===== src/rtl/dcache_refill_engine.sv =====
// Read/write-miss refill engine: fetches one cache block from the next level as
// BEATS serial beats and delivers it to the cache in a single strobe cycle.
module dcache_refill_engine #(
   parameter int BLOCK_BITS  = 1024,
   parameter int BEAT_W      = 128,
   parameter int OFFSET_BITS = 7,
   parameter int CNT_W       = 16
) (
   input  logic                    clk,
   input  logic                    rst,
   input  logic                    read_repair_request,
   input  logic                    write_miss_repair,
   input  logic [31:0]             missed_addr,
   output logic                    repair_resolved,
   output logic                    sent_repair,
   output logic [31:0]             waddr,
   output logic [BLOCK_BITS-1:0]   wdata,
   output logic [BLOCK_BITS/8-1:0] wmask,
   output logic                    busy,
   output logic                    mem_req_valid,
   input  logic                    mem_req_ready,
   output logic [31:0]             mem_req_addr,
   input  logic                    mem_resp_valid,
   input  logic [BEAT_W-1:0]       mem_resp_data,
   output logic [CNT_W-1:0]        read_miss_cnt,
   output logic [CNT_W-1:0]        write_miss_cnt
);

   localparam int BEATS = BLOCK_BITS / BEAT_W;
   localparam int CW    = $clog2(BEATS);
   localparam logic [CW-1:0] LAST_BEAT = CW'(BEATS - 1);

   typedef enum logic [1:0] {IDLE, REQ, FILL, DELIVER} state_t;

   state_t                       state_q, state_d;
   logic [CW-1:0]                beat_cnt_q;
   logic [31:0]                  addr_q;
   logic [BLOCK_BITS-BEAT_W-1:0] fill_q;
   logic                         req_any;
   logic                         last_beat;

   assign req_any   = read_repair_request | write_miss_repair;
   assign last_beat = mem_resp_valid && (beat_cnt_q == LAST_BEAT);

   // NOTE: sequential state uses non-blocking assignments so every flop samples
   // pre-edge values regardless of process evaluation order.
   always_ff @(posedge clk or posedge rst) begin
      if (rst) state_q <= IDLE;
      else     state_q <= state_d;
   end

   // NOTE: state_d gets its default first so no path leaves it unassigned (no latch).
   always_comb begin
      state_d = state_q;
      case (state_q)
         IDLE:    if (req_any)       state_d = REQ;
         REQ:     if (mem_req_ready) state_d = FILL;
         FILL:    if (last_beat)     state_d = DELIVER;
         DELIVER:                    state_d = IDLE;
         default:                    state_d = IDLE;
      endcase
   end

   always_ff @(posedge clk or posedge rst) begin
      if (rst) begin
         addr_q         <= '0;
         beat_cnt_q     <= '0;
         waddr          <= '0;
         wdata          <= '0;
         read_miss_cnt  <= '0;
         write_miss_cnt <= '0;
      end else begin
         case (state_q)
            IDLE: begin
               if (req_any) begin
                  addr_q <= {missed_addr[31:OFFSET_BITS], {OFFSET_BITS{1'b0}}};
                  // A simultaneous read and write pulse is a single write miss.
                  if (write_miss_repair) begin
                     if (write_miss_cnt != '1) write_miss_cnt <= write_miss_cnt + CNT_W'(1);
                  end else begin
                     if (read_miss_cnt != '1) read_miss_cnt <= read_miss_cnt + CNT_W'(1);
                  end
               end
            end
            REQ: begin
               if (mem_req_ready) beat_cnt_q <= '0;
            end
            FILL: begin
               if (mem_resp_valid) begin
                  if (beat_cnt_q == LAST_BEAT) begin
                     // The final beat goes straight into wdata; waddr/wdata then
                     // hold until the next delivery.
                     waddr      <= addr_q;
                     wdata      <= {mem_resp_data, fill_q};
                     beat_cnt_q <= '0;
                  end else begin
                     beat_cnt_q <= beat_cnt_q + CW'(1);
                  end
               end
            end
            default: ;
         endcase
      end
   end

   // NOTE: the staging buffer has no reset; every fill rewrites all of it before
   // delivery, so stale beats from an aborted fill can never reach wdata.
   always_ff @(posedge clk) begin
      if (state_q == FILL && mem_resp_valid && beat_cnt_q != LAST_BEAT)
         fill_q[beat_cnt_q*BEAT_W +: BEAT_W] <= mem_resp_data;
   end

   assign repair_resolved = (state_q == DELIVER);
   assign sent_repair     = (state_q == DELIVER);
   assign wmask           = {(BLOCK_BITS/8){state_q == DELIVER}};
   assign busy            = (state_q != IDLE);
   assign mem_req_valid   = (state_q == REQ);
   assign mem_req_addr    = addr_q;

endmodule


===== config.mk =====
export PLATFORM = sky130hd
export DESIGN_NAME = dcache_refill_engine
export DESIGN_NICKNAME = d
export VERILOG_FILES = /design/src/rtl/dcache_refill_engine.sv
export SDC_FILE = /design/constraint.sdc
export NUM_CORES = 2
export LEC_CHECK = 0
export ABC_AREA = 0
export CORE_AREA = 4 4 557 559
export DETAILED_ROUTE_END_ITERATION = 12
export DIE_AREA = 0 0 561 563
export PLACE_DENSITY = 0.45
export SLEW_MARGIN = 20
export SYNTH_ARGS = -nofsm -noshare
export SYNTH_HDL_FRONTEND = slang
export SYNTH_SLANG_ARGS = --single-unit

===== constraint.sdc =====
create_clock -name clk -period 45.2 [get_ports clk]
set_input_delay 9.04 -clock clk [delete_from_list [all_inputs] [get_ports clk]]
set_output_delay 9.04 -clock clk [all_outputs]
set_load 0.01 [all_outputs]

# Word level (Yosys, flattened, before mapping)

Cells that the tools add are included.

Flip-flop bits (word level): 2007
Output and inout port bits: 1252
Logic and storage cells: 48

Add/subtract/negate cells: 4
Eq/ne operators: 11
Shift operators: 2
Mux-type cells: 9
Bitwise operators: 2
Reduce and logical (&&, ||, !) cells: 12

Operators with widths:

| operator                     | number |
|---|---|
| $bwmux W896                  | 1 |
| $shift A128 B34 Y896 const A | 1 |
| $shiftx A128 B34 Y896        | 1 |
| $neg A10 Y34                 | 1 |
| $add A16 B1 Y16 const B      | 2 |
| $ne A16 B16 Y1 const B       | 2 |
| $mux W3                      | 3 |
| $reduce_and A3 Y1            | 3 |
| $pmux W2 S4                  | 1 |
| $reduce_and A4 Y1            | 2 |
| $mux W2                      | 3 |
| $ne A2 B2 Y1 const B         | 3 |
| $pmux W3 S2                  | 1 |
| $eq A2 B2 Y1 const B         | 2 |
| $reduce_bool A2 Y1           | 2 |
| $add A3 B1 Y3 const B        | 1 |
| $eq A3 B3 Y1 const B         | 1 |
| $logic_and A1 B1 Y1          | 3 |
| $ne A3 B3 Y1 const B         | 1 |
| $eq A2 B1 Y1 const B         | 1 |
| $logic_not A2 Y1             | 1 |
| $ne A2 B1 Y1 const B         | 1 |
| $reduce_and A2 Y1            | 1 |
| $not A1 Y1                   | 1 |
| $or A1 B1 Y1                 | 1 |

# Longest topological paths before layout

Depth in word-level cells: 4
Mapped depth: 9
Mapped depth without buffers: 7

# Worst setup path before layout

No wires, ideal clock.

Path kind: input to register
From: input mem_resp_valid
To: register fill_q[0] (enable)
Library setup time: 0.930 ns
Arrival: 21.302 ns
Required time: 44.270 ns
Path slack: 22.968 ns
Cell stages on the path: 2
Path buffers: 0
Path through: nand3_1 > nor4_1

Word-level cells in the longest chain between the ends: 2

RTL lines:

| element                           | line | RTL |
|---|---|---|
| start: declaration                | 23   | `input logic mem_resp_valid,` |
| $logic_and A1 B1 Y1 (2 in series) | 109  | `if (state_q == FILL && mem_resp_valid && beat_cnt_q != LAST_BEAT)` |
| end signal: indexed assignment    | 110  | `fill_q[beat_cnt_q*BEAT_W +: BEAT_W] <= mem_resp_data;` |
| end: declaration                  | 38   | `logic [BLOCK_BITS-BEAT_W-1:0] fill_q;` |

Every way passes these cells.
A chain may end at the register's enable or synchronous reset.

# Final worst setup path

From: input mem_resp_valid
To: register wdata[969]

Word-level cells in the longest chain between the ends: 1

RTL lines:

| element                     | line | RTL |
|---|---|---|
| $reduce_and A3 Y1 (no line) | n/a  |  |
| end signal: assignment      | 94   | `wdata <= {mem_resp_data, fill_q};` |
| end: declaration            | 17   | `output logic [BLOCK_BITS-1:0] wdata,` |

Every way passes these cells.

==> results by stage <==
Outcome:
- The run finished with clean final reports.

Setup path:
- At the worst endpoint, the required time is 45.94 ns.
- The endpoint identified for the worst register-to-register timing path is wdata[969].
- The cell occurring most often along the worst timing path is sky130_fd_sc_hd__buf_4.
- The startpoint identified for the worst register-to-register timing path is beat_cnt_q[0].
- The capturing element type of the critical path is a flip-flop.
- The reg2reg setup slack is 39.78 ns.
- The slowest cell on the critical path is sky130_fd_sc_hd__buf_4.
- The number of cell instances on the worst register-to-register path is 8.
- Along the worst path, the maximum fanout reaches 72.
- The worst path arrival time is 13.91 ns.
- The critical path class is input pin to flip-flop.
- The delay of the slowest cell on the worst path is 0.84 ns.
- STA classifies the critical path startpoint as an input pin.
- The worst path buffer plus inverter count is 5.
- The critical path goes through clkdlybuf4s50_1 > nand3_4 > buf_4 > buf_4 > buf_4 > buf_4 > mux2_2.
- Among cell families on the critical path, the largest total delay comes from buffers and inverters.

Min path:
- In this run the most critical hold path is launched from fill_q[487].
- The worst min-delay path category is flip-flop to flip-flop.
- Counting instances, the worst hold path has a depth of 1.
- The path with the worst hold slack has its endpoint at wdata[487].

Timing:
- The worst hold-check slack is 0.424 ns.
- The worst-margin pin slew is 1.13 ns.
- Dividing the final minimum period by the clock period gives 29.1%.
- The clock skew after layout is 0.0599 ns.
- The number of hold-slack violations in the final timing report was 0.
- The aggregate negative setup slack is 0 ns.
- Based on the critical path, the design can be clocked at up to 75.9 MHz.
- The worst path needs 13.17 ns of the cycle, external delays included.
- Setup violations remaining at the end of the flow were counted as 0.
- The headroom to the max-slew limit is 24.6%.
- Setup repair after global routing left no endpoint under its margin.
- The number of max-slew violations in the final report is 0.

Pwr:
- The static leakage is 43.3 nW.
- Power spread over the standard cell area amounts to 46.2 nW/um2.
- The total power draw is 4.67 mW.
- IR analysis of the VDD net gives a maximum drop of 40.7 uV.

Clocking:
- The later pin in the worst-skew pair is clocked with a latency of 0.88 ns.
- The TritonCTS clock tree is done.
- The number of buffers inserted during clock tree synthesis is 228.
- The number of gates resized after CTS was 0.
- For this design, the sink count on the clock tree is 2007.
- The root buffer cell chosen for the clock tree is sky130_fd_sc_hd__clkbuf_16.
- The clock transition at the register clock pins on the worst setup and hold paths after CTS is 0.06 ns.
- The number of buffers between clock root and the deepest sink is 4.
- The count of H-tree levels built during CTS is 4.
- Buffers added to address setup during post-CTS repair amount to 0.
- The count of hold buffers inserted by post-cts repair is 0.

Floorplan:
- The I/O pin total is 1418.
- The die covers 316000 um2.
- The die is 563 um tall.
- The initial utilization of the core area, before any placement, comes to 24.8%.
- After floorplanning, the core was sized to cover 305000 um2.
- After floorplanning, the core was divided into 203 placement rows.
- Measured along the x axis, the die boundary spans 561 um.

Finish:
- The ratio of cells with drive above 1 in the final layout is 24.9%.
- The most frequent standard cell in the layout excluding fill and tap cells is sky130_fd_sc_hd__clkdlybuf4s50_1.
- The number of fill cells is 29600.
- For this run, the post-layout net count is 6063.
- The library cells used most frequently in the layout, excluding fill and tap cells, are 1396 x sky130_fd_sc_hd__clkdlybuf4s50_1, 1111 x sky130_fd_sc_hd__dfrtp_1, 1076 x sky130_fd_sc_hd__mux2_2, 896 x sky130_fd_sc_hd__edfxtp_1, 769 x sky130_fd_sc_hd__and2_1.
- The post-synthesis to final-layout area growth is 33.4%.

Route:
- The count of antenna-violating nets left after detailed routing is 0.
- In the routed layout, each cell is associated on average with a via count of 4.24.
- The violation count after the first detailed-route iteration is 2535.
- After detailed routing, the total wire length is 274000 um.
- The detailed-routing iteration count for the pre-antenna-repair pass is 5.
- The final route contains 43300 vias.
- For this run, design rule violations remaining after detail routing come to 0.
- The wire length per cell after detailed routing is 26.8 um.

GRT:
- The overall global routing resource usage is 16.8%.
- The number of global-route vias before repair is 45300.
- The initial antenna violation count is 35.
- The pin count of the biggest net entering global routing is 161.
- Global routing finished with a remaining overflow of 0.
- The global-route wire length before repair is 379000 um.

Logic synthesis:
- The count of flip-flops with a built-in enable after synthesis is 896.
- The post-synthesis share of cell area spent on and, or, nand and nor gates is 8.29%.
- The part of the Yosys area used for sequential elements is 72.2%.
- Yosys attributes the largest share of cell area to sky130_fd_sc_hd__dfrtp_1 37%, sky130_fd_sc_hd__edfxtp_1 36%, sky130_fd_sc_hd__mux2_2 16%.
- The largest family of logic cells by synthesized area is multiplexers.
- The fraction of registers with async set or reset after synthesis is 55.4%.
- Yosys mapped the design onto 45 distinct sky130hd cell types.
- The synthesized netlist devotes 0.0727% of its cell area to compound gates.
- Summing every instance area after synthesis gives 75800 um2.
- The XOR/XNOR share of the synthesized area is 0.312%.
- Synthesis handed over a netlist of 4530 instances.
- During synthesis, Yosys emitted a total of 0 warnings.
- The multiplexer fraction of the synthesized cell area is 16.1%.
- The average instance in the mapped netlist occupies 16.7 um2.
- The cell taking the most area after synthesis is sky130_fd_sc_hd__dfrtp_1.
- After synthesis the netlist holds a flip-flop and latch count of 2007.
- The top-area cell type share of the netlist area is 36.7%.
- The adder and majority gate portion of the synthesized area is 0.198%.
- In the synthesized netlist the dominant register cell turns out to be sky130_fd_sc_hd__dfrtp_1.

Place:
- Input and output buffers added on the ports amount to 1396.
- The routability congestion estimate is 0.782.
- The half-perimeter wire length of the detailed placement result is 178000 um.

Job:
- The max-capacitance violation count is 0.
## layout make-up
| class | instances | area [um2] | share of cell area, % |
|---|---|---|---|
| Clock buffer | 361 | 6600 | 6.53 |
| Multi-Input combinational cell | 2149 | 19100 | 18.9 |
| Tap cell | 4100 | 5130 | 5.08 |
| Sequential cell | 2007 | 54700 | 54.2 |
| Inverter | 12 | 52.6 | 0.0520 |
| Timing Repair Buffer | 1487 | 14700 | 14.6 |
| Antenna cell | 29 | 72.6 | 0.0718 |
| Clock inverter | 62 | 658 | 0.651 |
## registers in the layout, summed over array words and instances (netlist names)
register        flops
wdata            1024
fill_q            896
mem_req_addr       25
waddr              25
read_miss_cnt      16
write_miss_cnt     16
beat_cnt_q          3
state_q             2
## cell usage after synthesis, types with 2 or more instances
library cell,n
sky130_fd_sc_hd__clkbuf_1,105
sky130_fd_sc_hd__clkbuf_2,2
sky130_fd_sc_hd__a31oi_1,2
sky130_fd_sc_hd__nor4_1,8
sky130_fd_sc_hd__xor2_1,19
sky130_fd_sc_hd__nor3_1,16
sky130_fd_sc_hd__mux2_4,2
sky130_fd_sc_hd__o21ai_0,3
sky130_fd_sc_hd__nand4_1,11
sky130_fd_sc_hd__buf_2,125
sky130_fd_sc_hd__nor4_2,2
sky130_fd_sc_hd__mux2_2,1076
sky130_fd_sc_hd__nand3b_1,2
sky130_fd_sc_hd__nor2_2,3
sky130_fd_sc_hd__nor3b_1,2
sky130_fd_sc_hd__nand2b_1,3
sky130_fd_sc_hd__mux2i_1,2
sky130_fd_sc_hd__nand3_1,15
sky130_fd_sc_hd__inv_1,12
sky130_fd_sc_hd__and2_1,769
sky130_fd_sc_hd__xnor2_1,8
sky130_fd_sc_hd__dfrtp_1,1111
sky130_fd_sc_hd__and3_1,135
sky130_fd_sc_hd__nor2_1,13
sky130_fd_sc_hd__ha_1,12
sky130_fd_sc_hd__buf_4,143
sky130_fd_sc_hd__nor4b_1,2
sky130_fd_sc_hd__nand2_1,14
sky130_fd_sc_hd__edfxtp_1,896
sky130_fd_sc_hd__nand4_4,2
## cells by family (layout without fill, tap and decap cells)
family          after synthesis  in the layout
buf+inv                     387           1922
other cells                   1             43
fa+ha+maj                    12             12
compound gates                9              9
mux                        1081           1081
xor+xnor                     27             27
simple gates               1006           1006
flops                      2007           2007
## worst max path at each step
stage | from | end | slack [ns] | cells past startpoint
2_1_floorplan | rst | beat_cnt_q[0] | 4.88 | 1
3_3_place_gp | mem_resp_valid | wdata[459] | 31.11 | 7
3_5_place_dp | mem_resp_valid | wdata[979] | 31.08 | 7
4_1_cts | mem_resp_valid | wdata[979] | 32.08 | 7
5_1_grt | mem_resp_valid | wdata[842] | 31.86 | 7
6_report | mem_resp_valid | wdata[969] | 32.03 | 7
## worst register-to-register path: cells and delay by family (launching register included)
family | cells | cell delay (ns)
DFF | 1 | 0.53
buffers and inverters | 4 | 3.20
and+or+nand+nor | 1 | 0.55
adders and majority gates | 2 | 0.52
muxes | 1 | 0.55
## per-stage QoR
| stage | cell area [um2] | instances | util (%) | setup WS [ns] |
|---|---|---|---|---|
| 6_report | 101000 | 10200 | 33.1 | 32.03 |
| 3_5_place_dp | 93700 | 9755 | 30.7 | 31.08 |
| 4_1_cts | 101000 | 10200 | 33.1 | 32.08 |
| 5_1_grt | 101000 | 10200 | 33.1 | 31.86 |
| 2_1_floorplan | 75800 | 4543 | - | 4.88 |
| 3_3_place_gp | 93700 | 9754 | 30.7 | 31.11 |
## report_power, final
| group | internal (mW) | switching [mW] |
|---|---|---|
| combinational | 0.343 | 0.440 |
| clock | 1.05 | 0.762 |
| sequential | 2.02 | 0.0537 |
| total | 3.42 | 1.26 |
## layer usage
layer | GRT usage, % | vias to the layer above | wire, um
met3 | 5.10 | 277 | 21500
met2 | 27.7 | 1424 | 131000
li1 | - | 18600 | -
met1 | 21.7 | 22900 | 116000
met5 | 0 | - | 25
met4 | 3.85 | 4 | 5850
Power figures use the tool's default switching activity.
